<file path="config.mk">
export PLATFORM = sky130hd
export DESIGN_NAME = full_adder_flat
export DESIGN_NICKNAME = d
export VERILOG_FILES = /design/src/rtl/full_adder_if.sv /design/src/rtl/full_adder.sv /design/src/flat_wrapper.sv
export SDC_FILE = /design/constraint.sdc
export NUM_CORES = 1
export LEC_CHECK = 0
export CORE_MARGIN = 10
export CORE_UTILIZATION = 42
export DETAILED_ROUTE_END_ITERATION = 16
export GPL_ROUTABILITY_DRIVEN = 0
export PLACE_DENSITY = 0.8
export SLEW_MARGIN = 20
export SYNTH_ARGS = -nofsm -noshare
export SYNTH_HDL_FRONTEND = slang
export SYNTH_SLANG_ARGS = --single-unit
</file>
<file path="constraint.sdc">
create_clock -name clk -period 7.7 [get_ports clk]
set_input_delay 1.54 -clock clk [delete_from_list [all_inputs] [get_ports clk]]
set_output_delay 1.54 -clock clk [all_outputs]
set_load 0.01 [all_outputs]
</file>
<file path="src/rtl/full_adder_if.sv">
// Operand/result bundle for the registered ripple adder.
// master drives operands, slave (the adder) returns the registered sum.
interface full_adder_if #(
    parameter int WIDTH = 8
);
    logic             in_valid;
    logic [WIDTH-1:0] operand_1;
    logic [WIDTH-1:0] operand_2;
    logic             cin;
    logic             co;
    logic [WIDTH-1:0] result;
    logic             overflow;
    logic             zero;
    logic             out_valid;

    modport master (
        output in_valid, operand_1, operand_2, cin,
        input  co, result, overflow, zero, out_valid
    );

    modport slave (
        input  in_valid, operand_1, operand_2, cin,
        output co, result, overflow, zero, out_valid
    );
endinterface

</file>
<file path="src/rtl/full_adder.sv">
// Registered unsigned WIDTH-bit adder: ripple chain of 1-bit cells,
// then one output register stage with carry, signed overflow and zero flags.
module full_adder #(
    parameter int WIDTH = 8
) (
    input logic        clk,
    input logic        rst,
    full_adder_if.slave bus
);
    logic [WIDTH:0]   c;
    logic [WIDTH-1:0] s;

    assign c[0] = bus.cin;

    for (genvar i = 0; i < WIDTH; i++) begin : g_cell
        logic p;
        assign p      = bus.operand_1[i] ^ bus.operand_2[i];
        assign s[i]   = p ^ c[i];
        assign c[i+1] = (bus.operand_1[i] & bus.operand_2[i]) | (c[i] & p);
    end

    // Flags only load with a valid sum, so X on idle operands never escapes.
    always_ff @(posedge clk) begin
        if (rst) begin
            bus.result    <= '0;
            bus.co        <= 1'b0;
            bus.overflow  <= 1'b0;
            bus.zero      <= 1'b1;
            bus.out_valid <= 1'b0;
        end else begin
            bus.out_valid <= bus.in_valid;
            if (bus.in_valid) begin
                bus.result   <= s;
                bus.co       <= c[WIDTH];
                bus.overflow <= c[WIDTH] ^ c[WIDTH-1];
                bus.zero     <= (s == '0);
            end
        end
    end
endmodule

</file>
<file path="src/flat_wrapper.sv">
// flat-port wrapper written by rule: the top's interface ports become plain ports
module full_adder_flat 
#(
    parameter int WIDTH = 8
)
  (clk, rst, bus_in_valid, bus_operand_1, bus_operand_2, bus_cin, bus_co, bus_result, bus_overflow, bus_zero, bus_out_valid);
  full_adder_if #(.WIDTH(WIDTH)) bus_i ();
  input logic clk;
  input logic rst;
  input wire logic [$bits(bus_i.in_valid)-1:0] bus_in_valid;
  input wire logic [$bits(bus_i.operand_1)-1:0] bus_operand_1;
  input wire logic [$bits(bus_i.operand_2)-1:0] bus_operand_2;
  input wire logic [$bits(bus_i.cin)-1:0] bus_cin;
  output wire logic [$bits(bus_i.co)-1:0] bus_co;
  output wire logic [$bits(bus_i.result)-1:0] bus_result;
  output wire logic [$bits(bus_i.overflow)-1:0] bus_overflow;
  output wire logic [$bits(bus_i.zero)-1:0] bus_zero;
  output wire logic [$bits(bus_i.out_valid)-1:0] bus_out_valid;
  assign bus_i.in_valid = bus_in_valid;
  assign bus_i.operand_1 = bus_operand_1;
  assign bus_i.operand_2 = bus_operand_2;
  assign bus_i.cin = bus_cin;
  assign bus_co = bus_i.co;
  assign bus_result = bus_i.result;
  assign bus_overflow = bus_i.overflow;
  assign bus_zero = bus_i.zero;
  assign bus_out_valid = bus_i.out_valid;
  full_adder #(.WIDTH(WIDTH)) u_core (.clk(clk), .rst(rst), .bus(bus_i));
endmodule
</file>
-- Yosys cells after proc, flatten, opt, wreduce, memory -nomap -nowiden
Index checks and enable logic that the tools add are counted.
- word-level logic and storage cells: 47
- input bits: 20
- output and inout bits: 12
- flip-flop bits (word level): 12
- reductions and logical operators: 1
- bitwise gates (word level): 41
- operators with widths (kind ; count):
    1-bit XOR ; 17
    1-bit AND ; 16
    8-bit logical NOT ; 1
    1-bit bitwise OR ; 8

-- Logic depth before layout (Yosys ltp)
- depth after elaboration: 18
- depth in mapped cells: 16
- depth with buffers taken out: 16

-- Least setup slack after synthesis
Ideal clock, no wire load.
- kind: input-to-reg
- from: input bus_cin
- to: register u_core.bus.result[7]
- cell stages on the path: 14
- data arrival time: 4.623 ns
- path buffers: 0
- library setup time: 0.086 ns
- data required time: 7.614 ns
- setup slack: 2.991 ns
- cell sequence: inv_1 > fa_1 > inv_1 > fa_1 > fa_1 > fa_1 > inv_1 > fa_1 > inv_1 > fa_1 > fa_1 > inv_1 > fa_1 > a211oi_1
- word-level cells in the longest chain between the ends: 15
- ends and longest elaborated chain (item ; line ; source):
    start, declared ; flat_wrapper.sv:13 ; input wire logic [$bits(bus_i.cin)-1:0] bus_cin;
    1-bit AND ; full_adder.sv:19 ; assign c[i+1] = (bus.operand_1[i] & bus.operand_2[i]) | (c[i] & p);
    1-bit bitwise OR ; full_adder.sv:19 ;
    1-bit AND ; full_adder.sv:19 ;
    1-bit bitwise OR ; full_adder.sv:19 ;
    1-bit AND ; full_adder.sv:19 ;
    1-bit bitwise OR ; full_adder.sv:19 ;
    1-bit AND ; full_adder.sv:19 ;
    1-bit bitwise OR ; full_adder.sv:19 ;
    1-bit AND ; full_adder.sv:19 ;
    1-bit bitwise OR ; full_adder.sv:19 ;
    1-bit AND ; full_adder.sv:19 ;
    1-bit bitwise OR ; full_adder.sv:19 ;
    1-bit AND ; full_adder.sv:19 ;
    1-bit bitwise OR ; full_adder.sv:19 ;
    1-bit XOR ; full_adder.sv:18 ; assign s[i] = p ^ c[i];
    end signal, assigned ; full_adder.sv:33 ; bus.result <= s;
    end, declared ; full_adder_if.sv:23 ; output co, result, overflow, zero, out_valid
No other way between the ends.
A chain may end at the register's enable or synchronous reset.

-- Worst setup path after layout
Same ends and word-level chain as after synthesis.

==> flow_metrics.env <==
export IMPL_outcome="finished, final reports clean"
export IMPL_grt_total_usage_pct=9.00
export IMPL_first_iter_violations=1
export IMPL_leakage_nw=0.428
export IMPL_core_um2=1490
export IMPL_synth_cells=62
export IMPL_crit_type="in -> reg"
export IMPL_ctsHtreeMaxLevel=1
export IMPL_grt_max_degree=16
export IMPL_finClkSkew_ns=0
export IMPL_ant_nets=0
export IMPL_cts_buffers=3
export IMPL_syn_nets=90
export IMPL_r2r_slack_ns=7.06
export IMPL_insertion_delay_ns=0.27
export IMPL_nets=123
export IMPL_grt_pass1_wl_mm=2.42
export IMPL_r2r_end="u_core.bus.result[0]$_SDFFE_PP0P_"
export IMPL_routed_wl_mm=1.56
export IMPL_relSlewSlack_pct=58.7
export IMPL_vias=519
export IMPL_synth_warnings=0
export IMPL_startpoint="bus_cin"
export IMPL_avgSynthCellArea_um2=10.6
export IMPL_grt_pass1_vias=546
export IMPL_wl_per_cell_um=14.1
export IMPL_ys_seq_elements=12
export IMPL_powerDensity_nw_per_um2=178
export IMPL_die_area_um2=3550
export IMPL_r2r_cells=2
export IMPL_chipWidth_um=59.5
export IMPL_fillers=113
export IMPL_clock_sinks=12
export IMPL_worstPathArrival_ns=5.22
export IMPL_ios=32
export IMPL_cts_tree="built"
export IMPL_setup_viol=0
export IMPL_design_area_um2=987
export IMPL_hp_class="reg -> reg"
export IMPL_area_growth_pct=50.3
export IMPL_syn_area_um2=657
export IMPL_cts_hold_fix_buffers=0
export IMPL_grt_overflow_total=0
export IMPL_layout_min_cycle_time_ns=5.03
export IMPL_antenna_found_initial=0
export IMPL_fin_crit_sh_pct=65.3
export IMPL_crit_path_end="u_core.bus.result[7]$_SDFFE_PP0P_"
export IMPL_crit_fanout=2
export IMPL_final_setup_tns_ns=0
export IMPL_rows=14
export IMPL_synth_cell_types=15
export IMPL_drv_cap=0
export IMPL_finalMaxSlewViolations=0
export IMPL_initial_utilization_pct=44.1
export IMPL_worst_pin_slew_ns=0.617
export IMPL_seq_area_frac_synth_pct=36.6
export IMPL_hold_viol=0
export IMPL_fmax_mhz=199
export IMPL_stdcell_count=110
export IMPL_cts_buffer_depth=2
export IMPL_worstPathRequired_ns=7.89
export IMPL_reg2reg_from="u_core.bus.result[0]$_SDFFE_PP0P_"
export IMPL_ir_worst_vdd_mv=0.112
export IMPL_firstDrtPassIters=3
export IMPL_drcViolationCount=0
export IMPL_clkTransAtPathRegs_ns=0.08
export IMPL_cp_start_kind="primary input"
export IMPL_crit_path_end_kind="flop"
export IMPL_cts_resized=0
export IMPL_dp_cells=106
export IMPL_cts_root_buf="clkbuf_4"
export IMPL_dp_hpwl_mm=1.37
export IMPL_postCtsSetupBuffers=0
export IMPL_drive_gt1_share_pct=5.32
export IMPL_dpl_instance_area_um2=951
export IMPL_die_h_um=59.5
export IMPL_rsz0062_at_grt="no"
export IMPL_io_buffers=31
export IMPL_viasPerCell=4.72
export IMPL_power_total_w=0.000175
export IMPL_num_antenna_cells=0
[registers in the layout, indices dropped and copies added (netlist names)]
register / flops
u_core.bus.zero: 1
u_core.bus.co: 1
u_core.bus.overflow: 1
u_core.bus.result: 8
u_core.bus.out_valid: 1
[kinds of logic after synthesis]
group                      share of synthesized area [%]
muxes                                               9.14
adders and majority gates                           24.4
and+or+nand+nor                                     10.1
AOI/OAI and AO/OA                                   6.09
xor gates and xnor gates                            1.33
buffers and inverters                               12.4
DFF                                                 36.6
[worst max-delay path, cell delays in order]
cell and delay [ns]:
clkdlybuf4s50_1 0.39, inv_1 0.07, fa_1 0.18, inv_1 0.06, fa_1 0.38, fa_1 0.39
fa_1 0.37, inv_1 0.08, fa_1 0.16, inv_1 0.05, fa_1 0.37, fa_1 0.42
inv_1 0.10, fa_1 0.42, a211oi_1 0.23
[placed cells by master (no fill, tap or decap)]
| master | instances |
|---|---|
| fa_1 | 8 |
| nand4_1 | 1 |
| mux2i_1 | 6 |
| dfxtp_1 | 12 |
| o21ai_1 | 1 |
| inv_1 | 12 |
| clkdlybuf4s50_1 | 31 |
| nor4_2 | 1 |
| nor2b_1 | 1 |
| xnor2_1 | 1 |
| nor2_1 | 11 |
| clkbuf_4 | 3 |
| clkbuf_8 | 1 |
| a21oi_1 | 1 |
| a211oi_1 | 4 |
[report_power, final]
group	switching, W	internal [W]
logic	0.0000229	0.0000312
registers	0.00000308	0.0000681
clock network	0.0000213	0.0000287
total	0.0000473	0.000128
[synth_stat cells (all sizes together)]
library cell | number | area (µm²)
dfxtp | 12 | 240
inv | 12 | 45.0
nor2 | 11 | 41.3
fa | 8 | 160
mux2i | 6 | 60.1
a211oi | 4 | 30.0
buf | 3 | 36.3
a21oi | 1 | 5.00
nand4 | 1 | 6.26
nor2b | 1 | 6.26
nor4 | 1 | 12.5
o21ai | 1 | 5.00
xnor2 | 1 | 8.76
[worst min path at each step]
stage                                                 start                                 to  slack, ns  cells past startpoint
after detailed placement  u_core.bus.result[4]$_SDFFE_PP0P_  u_core.bus.result[4]$_SDFFE_PP0P_       0.47                      2
after floorplan           u_core.bus.result[4]$_SDFFE_PP0P_  u_core.bus.result[4]$_SDFFE_PP0P_       0.50                      2
final                     u_core.bus.result[4]$_SDFFE_PP0P_  u_core.bus.result[4]$_SDFFE_PP0P_       0.48                      2
after global placement         u_core.bus.zero$_SDFFE_PP1P_       u_core.bus.zero$_SDFFE_PP1P_       0.46                      2
after CTS                 u_core.bus.result[4]$_SDFFE_PP0P_  u_core.bus.result[4]$_SDFFE_PP0P_       0.48                      2
after global routing      u_core.bus.result[4]$_SDFFE_PP0P_  u_core.bus.result[4]$_SDFFE_PP0P_       0.51                      2
[metal layers]
layer	global-route usage [%]	part of all wire, %
met2	14.1	49
met3	3.43	8.4
met5	0	0
met1	9.17	40
met4	7.69	3.1
[final cells by class]
type | count | area [µm²] | area share, %
Timing Repair Buffer | 31 | 310 | 31.4
Sequential cell | 12 | 240 | 24.3
Tap cell | 16 | 20.0 | 2.03
Clock buffer | 4 | 36.3 | 3.68
Inverter | 12 | 45.0 | 4.56
Multi-Input combinational cell | 35 | 335 | 34.0
[metrics by stage]
step	worst slack [ns]	utilization, %	hold WS, ns
4_1_cts	2.67	66.3	0.479
6_report	2.67	66.3	0.475
3_3_place_gp	2.47	63.9	0.460
5_1_grt	2.51	66.3	0.505
3_5_place_dp	2.38	63.9	0.467
2_1_floorplan	2.99	-	0.496
(Power assumes the default switching activity.)
